### config.mk
export PLATFORM = sky130hd
export DESIGN_NAME = bcd_updown_display_flat
export DESIGN_NICKNAME = d
export VERILOG_FILES = /design/src/rtl/bcd_updown_display_if.sv /design/src/rtl/bcd_updown_display.sv /design/src/flat_wrapper.sv
export SDC_FILE = /design/constraint.sdc
export NUM_CORES = 1
export LEC_CHECK = 0
export CAP_MARGIN = 10
export CORE_ASPECT_RATIO = 1.25
export CORE_MARGIN = 2
export CORE_UTILIZATION = 58
export CTS_BUF_LIST = sky130_fd_sc_hd__clkbuf_2
export DETAILED_ROUTE_END_ITERATION = 10
export DONT_BUFFER_PORTS = 1
export PLACE_DENSITY_LB_ADDON = 0.25
export SYNTH_ARGS = -nofsm -noshare
export SYNTH_HDL_FRONTEND = slang
export SYNTH_SLANG_ARGS = --single-unit
### constraint.sdc
create_clock -name clk -period 6 [get_ports clk]
set_input_delay 0.9 -clock clk [delete_from_list [all_inputs] [get_ports clk]]
set_output_delay 0.9 -clock clk [all_outputs]
set_load 0.02 [all_outputs]
### src/rtl/bcd_updown_display_if.sv
// Control and display bundle for bcd_updown_display.
// master: the controller that drives count control and watches the display.
// slave:  the counter/display block itself.
interface bcd_updown_display_if #(
  parameter int DIGITS = 8
);
  logic                  en;
  logic                  ud;
  logic [4:0]            rate;
  logic                  load;
  logic [3:0]            load_digit;
  logic [2:0]            digit_sel;
  logic [4*DIGITS-1:0]   count;
  logic                  tc;
  logic [6:0]            seg;
  logic                  dp;
  logic [DIGITS-1:0]     an;

  modport master (
    output en, ud, rate, load, load_digit, digit_sel,
    input  count, tc, seg, dp, an
  );

  modport slave (
    input  en, ud, rate, load, load_digit, digit_sel,
    output count, tc, seg, dp, an
  );
endinterface

### src/rtl/bcd_updown_display.sv
// Multi-digit BCD up/down counter with a power-of-two prescaler, per-digit
// load, one-cycle wrap pulse, and a multiplexed active-low 7-segment display.
// Optional feature macro: LZ_BLANK_EN (blanks leading-zero positions above
// the most significant nonzero digit; position 0 always shows).
module bcd_updown_display #(
  parameter int DIGITS   = 8,
  parameter int SCAN_DIV = 100000
) (
  input  logic               clk,
  input  logic               rst,
  bcd_updown_display_if.slave bus
);
  localparam int          CW        = 4 * DIGITS;
  localparam logic [31:0] SCAN_LAST = 32'(SCAN_DIV - 1);
  localparam logic [2:0]  IDX_LAST  = 3'(DIGITS - 1);

  // Active-low {g,f,e,d,c,b,a} pattern for one BCD digit; non-BCD is dark.
  function automatic logic [6:0] seg_decode(input logic [3:0] d);
    logic [6:0] s;
    case (d)
      4'd0:    s = 7'b1000000;
      4'd1:    s = 7'b1111001;
      4'd2:    s = 7'b0100100;
      4'd3:    s = 7'b0110000;
      4'd4:    s = 7'b0011001;
      4'd5:    s = 7'b0010010;
      4'd6:    s = 7'b0000010;
      4'd7:    s = 7'b1111000;
      4'd8:    s = 7'b0000000;
      4'd9:    s = 7'b0010000;
      default: s = 7'b1111111;
    endcase
    return s;
  endfunction

  logic [31:0]       pre_cnt_q, pre_cnt_d;
  logic              tick_s;
  logic [CW-1:0]     count_q, count_d;
  logic              tc_q, tc_d;
  logic [CW-1:0]     inc_s, dec_s;
  logic              inc_wrap_s, dec_wrap_s;
  logic [3:0]        ld_val_s;
  logic [31:0]       scan_cnt_q, scan_cnt_d;
  logic [2:0]        index_q, index_d;
  logic [DIGITS-1:0] an_q, an_d;
  logic [6:0]        seg_q, seg_d;
  logic              dp_q, dp_d;
  logic [3:0]        cur_digit_s;
  logic [2:0]        msnz_s;
  logic              blank_s;

  // Prescaler: tick once pre_cnt reaches 2^rate-1 (>= so a rate drop ticks at once).
  always_comb begin
    tick_s = (pre_cnt_q >= ((32'd1 << bus.rate) - 32'd1));
    if (tick_s) begin
      pre_cnt_d = 32'd0;
    end else begin
      pre_cnt_d = pre_cnt_q + 32'd1;
    end
  end

  // Ripple BCD increment and decrement of the whole count, with wrap flags.
  always_comb begin
    logic       carry;
    logic       borrow;
    logic [3:0] d;
    carry  = 1'b1;
    borrow = 1'b1;
    d      = 4'd0;
    inc_s  = count_q;
    dec_s  = count_q;
    for (int i = 0; i < DIGITS; i++) begin
      d = count_q[4*i +: 4];
      if (carry) begin
        if (d >= 4'd9) begin
          inc_s[4*i +: 4] = 4'd0;
          carry           = 1'b1;
        end else begin
          inc_s[4*i +: 4] = d + 4'd1;
          carry           = 1'b0;
        end
      end else begin
        inc_s[4*i +: 4] = d;
      end
      if (borrow) begin
        if (d == 4'd0) begin
          dec_s[4*i +: 4] = 4'd9;
          borrow          = 1'b1;
        end else begin
          dec_s[4*i +: 4] = d - 4'd1;
          borrow          = 1'b0;
        end
      end else begin
        dec_s[4*i +: 4] = d;
      end
    end
    inc_wrap_s = carry;
    dec_wrap_s = borrow;
  end

  // Next count: load beats a step; an out-of-range digit_sel matches no digit.
  always_comb begin
    count_d  = count_q;
    tc_d     = 1'b0;
    ld_val_s = (bus.load_digit > 4'd9) ? 4'd9 : bus.load_digit;
    if (bus.load) begin
      for (int i = 0; i < DIGITS; i++) begin
        if (i == int'(bus.digit_sel)) begin
          count_d[4*i +: 4] = ld_val_s;
        end else begin
          count_d[4*i +: 4] = count_q[4*i +: 4];
        end
      end
    end else if (tick_s && bus.en) begin
      if (bus.ud) begin
        count_d = inc_s;
        tc_d    = inc_wrap_s;
      end else begin
        count_d = dec_s;
        tc_d    = dec_wrap_s;
      end
    end else begin
      count_d = count_q;
      tc_d    = 1'b0;
    end
  end

  // Scan timer: hold each position SCAN_DIV cycles, then move to the next.
  always_comb begin
    if (scan_cnt_q >= SCAN_LAST) begin
      scan_cnt_d = 32'd0;
      index_d    = (index_q >= IDX_LAST) ? 3'd0 : index_q + 3'd1;
    end else begin
      scan_cnt_d = scan_cnt_q + 32'd1;
      index_d    = index_q;
    end
  end

  // Display decode for the active position from the current index and count.
  always_comb begin
    cur_digit_s = 4'd0;
    msnz_s      = 3'd0;
    for (int i = 0; i < DIGITS; i++) begin
      if (3'(i) == index_q) begin
        cur_digit_s = count_q[4*i +: 4];
      end else begin
        cur_digit_s = cur_digit_s;
      end
      if (count_q[4*i +: 4] != 4'd0) begin
        msnz_s = 3'(i);
      end else begin
        msnz_s = msnz_s;
      end
    end
`ifdef LZ_BLANK_EN
    blank_s = (index_q > msnz_s);
`else
    blank_s = 1'b0;
`endif
    if (blank_s) begin
      an_d  = {DIGITS{1'b1}};
      seg_d = 7'b1111111;
    end else begin
      an_d  = ~(DIGITS'(1) << index_q);
      seg_d = seg_decode(cur_digit_s);
    end
    dp_d = ((index_q == 3'd0) && !bus.ud) ? 1'b0 : 1'b1;
  end

  // State and output registers with synchronous reset.
  always_ff @(posedge clk) begin
    if (rst) begin
      pre_cnt_q  <= 32'd0;
      count_q    <= {CW{1'b0}};
      tc_q       <= 1'b0;
      scan_cnt_q <= 32'd0;
      index_q    <= 3'd0;
      an_q       <= {{(DIGITS-1){1'b1}}, 1'b0};
      seg_q      <= 7'b1000000;
      dp_q       <= 1'b1;
    end else begin
      pre_cnt_q  <= pre_cnt_d;
      count_q    <= count_d;
      tc_q       <= tc_d;
      scan_cnt_q <= scan_cnt_d;
      index_q    <= index_d;
      an_q       <= an_d;
      seg_q      <= seg_d;
      dp_q       <= dp_d;
    end
  end

  assign bus.count = count_q;
  assign bus.tc    = tc_q;
  assign bus.an    = an_q;
  assign bus.seg   = seg_q;
  assign bus.dp    = dp_q;
endmodule

### src/flat_wrapper.sv
// flat-port wrapper written by rule: the top's interface ports become plain ports
module bcd_updown_display_flat 
#(
  parameter int DIGITS   = 8,
  parameter int SCAN_DIV = 100000
)
  (clk, rst, bus_en, bus_ud, bus_rate, bus_load, bus_load_digit, bus_digit_sel, bus_count, bus_tc, bus_seg, bus_dp, bus_an);
  bcd_updown_display_if #(.DIGITS(DIGITS)) bus_i ();
  input  logic clk;
  input  logic rst;
  input wire logic [$bits(bus_i.en)-1:0] bus_en;
  input wire logic [$bits(bus_i.ud)-1:0] bus_ud;
  input wire logic [$bits(bus_i.rate)-1:0] bus_rate;
  input wire logic [$bits(bus_i.load)-1:0] bus_load;
  input wire logic [$bits(bus_i.load_digit)-1:0] bus_load_digit;
  input wire logic [$bits(bus_i.digit_sel)-1:0] bus_digit_sel;
  output wire logic [$bits(bus_i.count)-1:0] bus_count;
  output wire logic [$bits(bus_i.tc)-1:0] bus_tc;
  output wire logic [$bits(bus_i.seg)-1:0] bus_seg;
  output wire logic [$bits(bus_i.dp)-1:0] bus_dp;
  output wire logic [$bits(bus_i.an)-1:0] bus_an;
  assign bus_i.en = bus_en;
  assign bus_i.ud = bus_ud;
  assign bus_i.rate = bus_rate;
  assign bus_i.load = bus_load;
  assign bus_i.load_digit = bus_load_digit;
  assign bus_i.digit_sel = bus_digit_sel;
  assign bus_count = bus_i.count;
  assign bus_tc = bus_i.tc;
  assign bus_seg = bus_i.seg;
  assign bus_dp = bus_i.dp;
  assign bus_an = bus_i.an;
  bcd_updown_display #(.DIGITS(DIGITS), .SCAN_DIV(SCAN_DIV)) u_core (.clk(clk), .rst(rst), .bus(bus_i));
endmodule
==> results.json, run 1 <==
{
  "path_max_fanout": 16,
  "async_flop_share": 0,
  "postCtsSetupBuffers": 0,
  "crit_path_start_kind": "primary input",
  "critPathCaptureType": "flop",
  "area_delta_synth_final_pct": 5.01,
  "hold_path_class": "primary input to flop",
  "cts_tree": "built",
  "synth_area_per_cell_um2": 7.76,
  "numCtsBuffers": 17,
  "grt_usage": 0.293,
  "setup_viol": 0,
  "drive_above_1_share": 0.0580,
  "power.total_mw": 1.72,
  "initial_core_util": 0.594,
  "critical_path.max_stage_delay_ns": 0.78,
  "ys_warn_count": 0,
  "cts_resized": 0,
  "fp.dieArea_um2": 14600,
  "htree_num_levels": 4,
  "grt_pass1_vias": 6913,
  "synth_top_area_cell": "dfxtp_1",
  "slowest_stage": "or4b_1",
  "core-area_um2": 13300,
  "critPathRequiredTime_ns": 6.64,
  "ys.flop_type": "dfxtp_1",
  "vias": 7511,
  "port_buffers": 0,
  "status": "completed",
  "final_antenna_net_count": 0,
  "worstMarginPinSlew_ns": 1.06,
  "drv_cap": 0,
  "drt_iter0_drc": 518,
  "crit_path_cell_trace": "or3_1 -> or3_1 -> ha_1 -> or2_2 -> nor2_1 -> a31oi_1 -> o22a_1 -> ha_1 -> nand2_1 -> o21ai_0 -> a221oi_1 -> or4b_1 -> nand4_1 -> and2_2 -> mux2_1",
  "dp_hpwl_um": 14900,
  "wl_per_cell_um": 17.4,
  "synth_area_leaders": "dfxtp_1 (29%), ha_1 (11%), a21oi_1 (5.4%), nor2_1 (4.8%), nand2_1 (4.6%)",
  "rsz0062_at_grt": "no",
  "fmax_mhz": 215,
  "fin_crit_sh": 0.776,
  "power.density_nw_per_um2": 208,
  "vias_per_cell": 6.31,
  "clkTransAtPathRegs_ns": 0.20,
  "drc": 0,
  "finalHoldViolations": 0,
  "fin_crit_ns": 4.66,
  "yosysUniqueCellTypes": 78,
  "ios": 66,
  "first_pass_iters": 6,
  "critPathKind": "primary input to flop",
  "power.leakage_nw": 3.23,
  "relSlewSlack": 0.287,
  "dieWidth_um": 108,
  "finalNonFillerCells": 1190,
  "clock-sinks": 116,
  "clock_skew_ns": 0.0319,
  "clk_latency_ns": 0.72,
  "num_rows": 47,
  "root_buffer": "clkbuf_2",
  "syn_inst": 1016,
  "holdWs_ns": 0.225,
  "ir_drop_uv": 191,
  "grt_max_degree": 43,
  "slew_viol_final": 0,
  "grt_pass1_wl_um": 33800,
  "ys_seq_area_frac": 0.294,
  "cp.arrival_ns": 5.30,
  "die_y_um": 134,
  "holdBufCountCts": 0,
  "antenna_found_initial": 1,
  "synth_commonest_cells": "dfxtp_1 (116), nor2_1 (100), nand2_1 (96)",
  "synth_area_um2": 7890,
  "tns_ns": 0,
  "synth.most_common_cell": "dfxtp_1",
  "cts.path.max_buffers": 2,
  "netlist.area_leader.share": 0.294,
  "synth_seq_cells": 116,
  "grt.overflow.total": 0,
  "wl_um": 20800,
  "place_inst": 1157,
  "nets": 1092,
  "finalWeightedCongestion": 0.945,
  "synth-edff-count": 0
}
==> through the flow <==
step                cell area (um2)  utilization  setup slack (ns)
detailed placement             7990        0.601             0.603
floorplan                      7940            -              1.06
finish                         8280        0.623              1.34
global route                   8280        0.623              1.01
global placement               7990        0.601             0.660
CTS                            8280        0.623              1.38
==> metal layers <==
layer	vias up	part of all wire	global-route usage
met3	77	0.070	0.0641
met2	274	0.48	0.486
met1	3497	0.41	0.353
met4	0	0.041	0.148
li1	3663	-	-
met5	-	0	0
==> layout make-up <==
cell class,instances,area (um2)
Inverter,56,210
Sequential cell,116,2320
Clock inverter,14,201
Antenna cell,1,2.50
Fill cell,1260,5010
Timing Repair Buffer,3,22.5
Multi-Input combinational cell,811,5220
Tap cell,171,214
Clock buffer,18,90.1
==> flip-flops by register name (all words and copies together) (netlist names) <==
signal / flops
u_core.bus.count: 32
u_core.scan_cnt_q: 32
u_core.pre_cnt_q: 32
u_core.bus.tc: 1
u_core.bus.seg: 7
u_core.index_q: 3
u_core.bus.dp: 1
u_core.bus.an: 8
==> power breakdown <==
group	leakage, nW	total, mW	switching (mW)	internal [mW]
Sequential	0.945	0.850	0.0519	0.798
Combinational	2.12	0.253	0.160	0.0930
Clock	0.167	0.616	0.334	0.282
==> cells by family after synthesis <==
family	after synthesis	share of synthesized area
AOI/OAI and AO/OA	288	0.243
muxes	4	0.00539
adders and majority gates	70	0.111
buffers and inverters	103	0.0504
xor gates and xnor gates	49	0.0544
and+or+nand+nor	384	0.241
DFF	116	0.294
other	2	0.000952
==> placed cells by master (no fill, tap or decap), types with 4 or more instances in the layout <==
cell and instances:
conb_1 16, o31ai_1 13, o211ai_1 9, o22ai_1 4, a211oi_1 15, dfxtp_1 116
and3_1 14, or3b_2 4, xnor2_1 16, bufinv_16 4, xor2_1 33, a31oi_1 16
o2111ai_1 4, clkinv_4 5, a21o_1 6, a41oi_1 6, nand2b_1 21, a311oi_1 10
nand3b_1 6, o21bai_1 6, a22oi_1 5, nor3_1 23, nor2_1 100, and2_1 7
nand2_1 96, nand4_1 17, a21oi_1 85, or2_2 7, o21ai_0 55, inv_1 56
nand3_1 48, a221oi_1 5, o221ai_1 4, or3_1 6, clkbuf_2 18, nor4_1 11
o21a_1 6, nor2b_1 6, ha_1 70, and4_1 4
==> critical path: cells and delay by family <==
family / cells / cell delay [ns]
simple gates: 8 / 2.48
fa+ha+maj: 2 / 0.65
compound gates: 4 / 0.95
mux: 1 / 0.32
==> path summary, 6_finish.rpt <==
path / from / endpoint / slack (ns) / cells after the start
hold reg to reg: u_core.scan_cnt_q[0] / u_core.scan_cnt_q[0] / 0.46 / 1
hold / removal: rst / u_core.bus.seg[1] / 0.22 / 1
setup reg to reg: u_core.bus.count[0] / u_core.bus.count[18] / 2.46 / 9
setup / recovery: bus_rate[2] / u_core.bus.count[23] / 1.34 / 15
(Power assumes the default switching activity.)
==> run 2: changes to the inputs <==
==> constraint.sdc (replaced) <==
create_clock -name clk -period 4.2 [get_ports clk]
set_input_delay 0.63 -clock clk [delete_from_list [all_inputs] [get_ports clk]]
set_output_delay 0.63 -clock clk [all_outputs]
set_load 0.02 [all_outputs]
==> run 2 against run 1 <==
Via count rose by 1.7%. Die area did not move. Non-clock buffer count rose by 29. Total power rose by 44%. Cell count rose by 2.4%. Clock power rose by 42%. Core utilization rose by 2.2 points. Register-to-register slack got worse by 1.5 ns. Cell area rose by 3.5%. Critical endpoint is now u_core.bus.count[16].
==> results.json, run 2 (synthesized netlist as in run 1, its figures left out) <==
{
  "status": "completed",
  "crit_path_cell_trace": "or3_4 -> or3_4 -> ha_4 -> or2_4 -> o21ai_0 -> a32oi_1 -> ha_1 -> nand4_1 -> nor4_1 -> a311o_1 -> buf_4 -> nor4b_1 -> buf_4 -> o21ai_0 -> nand2_1 -> a211oi_1",
  "drive_above_1_share": 0.0869,
  "critPathCaptureType": "flop",
  "cts_tree": "built",
  "fin_crit_ns": 3.72,
  "htree_num_levels": 4,
  "clkTransAtPathRegs_ns": 0.22,
  "holdWs_ns": 0.0679,
  "postCtsSetupBuffers": 0,
  "nFillCells": 1218,
  "tns_ns": 0,
  "antenna_found_initial": 1,
  "finalWeightedCongestion": 0.958,
  "core-area_um2": 13300,
  "grt_pass1_vias": 7231,
  "die_y_um": 134,
  "clk_latency_ns": 0.69,
  "power.total_mw": 2.47,
  "ios": 66,
  "final_antenna_net_count": 0,
  "ir_drop_uv": 187,
  "first_pass_iters": 5,
  "numCtsBuffers": 17,
  "path_max_fanout": 21,
  "critPathKind": "primary input to flop",
  "fin_crit_sh": 0.886,
  "fmax_mhz": 269,
  "setup_viol": 0,
  "wl_per_cell_um": 18.0,
  "num_rows": 47,
  "cts.path.max_buffers": 2,
  "grt_pass1_wl_um": 35200,
  "cts_resized": 0,
  "postPlaceCellArea_um2": 8260,
  "clock-sinks": 116,
  "power.density_nw_per_um2": 288,
  "met1_length_um": 8630,
  "place_inst": 1183,
  "hold_path_class": "primary input to flop",
  "crit_path_start_kind": "primary input",
  "path_buf_inv": 2,
  "crit_family": "simple AND/OR/NAND/NOR gates",
  "wl_um": 22000,
  "stdcell_area_um2": 8580,
  "top_layer": "met4",
  "rsz0062_at_grt": "no",
  "final_cell_mix": "dfxtp_1 (116), nor2_1 (99), nand2_1 (96)",
  "initial_core_util": 0.594,
  "fp.dieArea_um2": 14600,
  "wl_met3_um": 1680,
  "dp_hpwl_um": 15400,
  "port_buffers": 0,
  "grt_max_degree": 27,
  "relSlewSlack": 0.263,
  "dieWidth_um": 108,
  "root_buffer": "clkbuf_2",
  "slowest_stage": "o21ai_0",
  "finalHoldViolations": 0,
  "r2r_slack_ns": 0.94,
  "vias": 7639,
  "critPathRequiredTime_ns": 4.82,
  "grt_usage": 0.306,
  "power.leakage_nw": 3.38,
  "finalNonFillerCells": 1219,
  "drv_cap": 0,
  "post-place-ws_ns": -0.165,
  "clock_skew_ns": 0.0424,
  "finalWorstSetupSlack_ns": 0.480,
  "cp.arrival_ns": 4.34,
  "mostFrequentLayoutCell": "dfxtp_1",
  "vias_per_cell": 6.27,
  "nets": 1121,
  "critical_path.max_stage_delay_ns": 0.44,
  "slew_viol_final": 0,
  "final_util": 0.645,
  "wl_met2_um": 11000,
  "area_delta_synth_final_pct": 8.72,
  "drc": 0,
  "worstMarginPinSlew_ns": 1.10,
  "drt_iter0_drc": 704,
  "grt.overflow.total": 0
}
==> run 2: cell types whose count changed in the layout (fill, tap and decap cells not counted), moves of 2 or more <==
cell,change
buf_12,+2
or3_4,+2
dlygate4sd3_1,+3
buf_4,+24
clkinv_4,-3
clkinvlp_4,+2
or3_1,-2
==> run 2: final timing paths <==
| path | from | endpoint | cells after the start |
|---|---|---|---|
| setup reg to reg | u_core.bus.count[16] | u_core.bus.count[26] | 9 |
| hold / removal | rst | u_core.bus.an[2] | 2 |
| setup / recovery | bus_rate[1] | u_core.bus.count[16] | 16 |
| hold reg to reg | u_core.scan_cnt_q[0] | u_core.scan_cnt_q[0] | 1 |
==> run 2: layout make-up <==
class                   count  area, um2  share of cell area
diodes                      1       2.50            0.000292
clock buffers              17       85.1             0.00992
clock inverters            15        203              0.0236
inverters                  56        210              0.0245
multi-input cells         811       5270               0.614
flip-flops and latches    116       2320               0.271
well taps                 171        214              0.0249
repair buffers             32        273              0.0318
==> run 2: what timing repair did <==
action / in CTS / in global routing
hold endpoints to repair: 23 / 4
endpoints found under the setup margin: 0 / 0
hold buffers: 2 / 1
==> run 2: power by group <==
group | internal, mW | total (mW) | switching [mW]
Combinational | 0.145 | 0.386 | 0.241
Clock | 0.396 | 0.875 | 0.478
Sequential | 1.14 | 1.21 | 0.0705
==> run 2: metal layers <==
metal / vias up / track usage
met1: 3569 / 0.357
met4: 0 / 0.125
met5: - / 0
met3: 52 / 0.0748
li1: 3705 / -
met2: 313 / 0.531
==> run 3: changes to the inputs <==
==> constraint.sdc (replaced) <==
create_clock -name clk -period 3.31 [get_ports clk]
set_input_delay 0.4965 -clock clk [delete_from_list [all_inputs] [get_ports clk]]
set_output_delay 0.4965 -clock clk [all_outputs]
set_load 0.02 [all_outputs]
==> run 3 against run 2 <==
The run now ends with negative setup slack left. Combinational power grew 47%. Clock skew decreased by 0.0067 ns. Critical endpoint is now u_core.bus.count[23]. Setup slack got worse by 0.67 ns. Non-clock buffer count is 42 higher. Cell count increased by 3.4%. Largest cell class unchanged. Via count up 3.2%. Die area unchanged. Cell area increased by 6.8%. Worst hold slack worse by 0.035 ns. Flip-flop and latch count unchanged.
==> results.json, run 3 (synthesized netlist as in run 1, its figures left out) <==
{
  "grt_usage": 0.315,
  "cts.path.max_buffers": 2,
  "r2r_start": "u_core.index_q[2]",
  "worstMarginPinSlew_ns": 1.07,
  "finalWeightedCongestion": 0.968,
  "use_met2": 0.536,
  "violations": "negative setup slack",
  "fin_crit_ns": 3.50,
  "min_to": "u_core.bus.count[2]",
  "nets": 1163,
  "grt_max_degree": 36,
  "final_antenna_net_count": 0,
  "met3_usage": 0.0841,
  "stdcell_area_um2": 9160,
  "die_y_um": 134,
  "p_switching_mw": 1.06,
  "holdWs_ns": 0.0329,
  "grt_pass1_wl_um": 36300,
  "p_clk_frac": 0.324,
  "critPathKind": "primary input to flop",
  "nFillCells": 1154,
  "finalHoldViolations": 0,
  "initial_core_util": 0.594,
  "ios": 66,
  "clkTransAtPathRegs_ns": 0.21,
  "critical_path.max_stage_delay_ns": 0.57,
  "fp.dieArea_um2": 14600,
  "cp.arrival_ns": 4.10,
  "hp-start": "rst",
  "vias_per_cell": 6.25,
  "first_pass_iters": 5,
  "finalWorstSetupSlack_ns": -0.192,
  "numCtsBuffers": 17,
  "ff2ff_path_depth": 11,
  "num_rows": 47,
  "clock-sinks": 116,
  "crit_path_cell_trace": "or3_4 -> or3_4 -> ha_4 -> or2_4 -> nor2_4 -> nand3_2 -> a21oi_2 -> a21oi_2 -> ha_1 -> a21oi_2 -> a211oi_2 -> a211o_1 -> or4b_4 -> nand4_1 -> and2_4 -> mux2_4",
  "postPlaceCellArea_um2": 8480,
  "ir_drop_uv": 198,
  "dp_hpwl_um": 16000,
  "cts_tree": "built",
  "clk_latency_ns": 0.70,
  "grt_pass1_vias": 7472,
  "rsz0062_at_grt": "yes",
  "intPower_mw": 2.03,
  "slowest_stage": "or4b_4",
  "vias": 7887,
  "whs_path_depth": 2,
  "grt-busiest-layer": "met2",
  "power.leakage_nw": 3.62,
  "final_util": 0.689,
  "combPwrFrac": 0.184,
  "seq_power_share": 0.492,
  "critPathCaptureType": "flop",
  "setup_viol": 32,
  "status": "finished with violations",
  "wl_um": 23100,
  "relSlewSlack": 0.281,
  "r2r_slack_ns": 0.26,
  "htree_num_levels": 4,
  "power.density_nw_per_um2": 338,
  "drive_above_1_share": 0.163,
  "dieWidth_um": 108,
  "hold_path_class": "primary input to flop",
  "root_buffer": "clkbuf_2",
  "drt_iter0_drc": 706,
  "drv_cap": 0,
  "antenna_found_initial": 1,
  "final_cell_mix": "dfxtp_1 (116), nor2_1 (97), nand2_1 (94)",
  "grt.overflow.total": 0,
  "cpMostUsedCell": "a21oi_2",
  "crit_path_start_kind": "primary input",
  "switching_share": 0.344,
  "slew_viol_final": 0,
  "fin_crit_sh": 1.06,
  "wl_per_cell_um": 18.3,
  "drc": 0,
  "met1_usage": 0.354,
  "mostFrequentLayoutCell": "dfxtp_1",
  "area_delta_synth_final_pct": 16.1,
  "fmax_mhz": 286,
  "critPathRequiredTime_ns": 3.91,
  "core-area_um2": 13300,
  "path_max_fanout": 21,
  "clock_skew_ns": 0.0357,
  "r2r_end": "u_core.bus.seg[6]",
  "port_buffers": 0
}
-- run 3: cell type report --
class / count / area [um2] / share of cell area
timing repair buffer: 74 / 613 / 0.0669
clock buffer: 17 / 85.1 / 0.00929
sequential: 116 / 2320 / 0.254
antenna: 1 / 2.50 / 0.000273
multi-input combinational: 811 / 5540 / 0.605
tap: 171 / 214 / 0.0234
inverter: 56 / 210 / 0.0230
clock inverter: 15 / 170 / 0.0186
-- run 3: critical path: cells and delay by family --
kind / cells / cell delay (ns)
simple gates: 8 / 2.05
compound gates: 5 / 0.74
fa+ha+maj: 2 / 0.52
mux: 1 / 0.30
-- run 3: worst max-delay path by stage --
stage / endpoint / slack [ns] / cells past startpoint / startpoint
after global routing: u_core.bus.count[21] / -0.30 / 16 / bus_rate[1]
after CTS: u_core.bus.count[23] / -0.18 / 17 / bus_rate[1]
after floorplan: u_core.bus.count[21] / -0.93 / 18 / bus_rate[0]
final: u_core.bus.count[23] / -0.19 / 16 / bus_rate[1]
after detailed placement: u_core.bus.count[26] / -0.98 / 18 / bus_rate[1]
after global placement: u_core.bus.count[26] / -0.91 / 18 / bus_rate[1]
-- run 3: through the flow --
stage	worst slack [ns]	cells	setup TNS, ns	total power, mW
floorplan	-0.928	1030	-36.30	1.93
global placement	-0.905	1212	-38.25	2.05
detailed placement	-0.976	1212	-41.98	2.06
CTS	-0.183	1252	-2.97	3.08
global route	-0.302	1261	-7.23	3.23
finish	-0.192	1261	-3.71	3.10
-- run 3: power groups by stage --
stage	sequential (mW)	clock (mW)	combinational [mW]
after floorplan	1.54	0	0.389
after global placement	1.55	0	0.501
after detailed placement	1.55	0	0.508
after CTS	1.52	1.02	0.533
after global routing	1.53	1.08	0.621
final	1.52	1.00	0.568
-- run 3: routing by layer --
layer / vias up / routed length, um
met2: 381 / 11100
met5: - / 0
li1: 3794 / -
met3: 103 / 1880
met4: 0 / 1250
met1: 3609 / 8870
-- run 3: timing repair --
action / in CTS / in global routing
resized for setup: 23 / 39
endpoints found under the setup margin: 33 / 33
pin swaps: 14 / 29
gates cloned: 0 / 0
hold endpoints to repair: 37 / 0
hold buffers: 5 / 0
setup buffers: 3 / 9
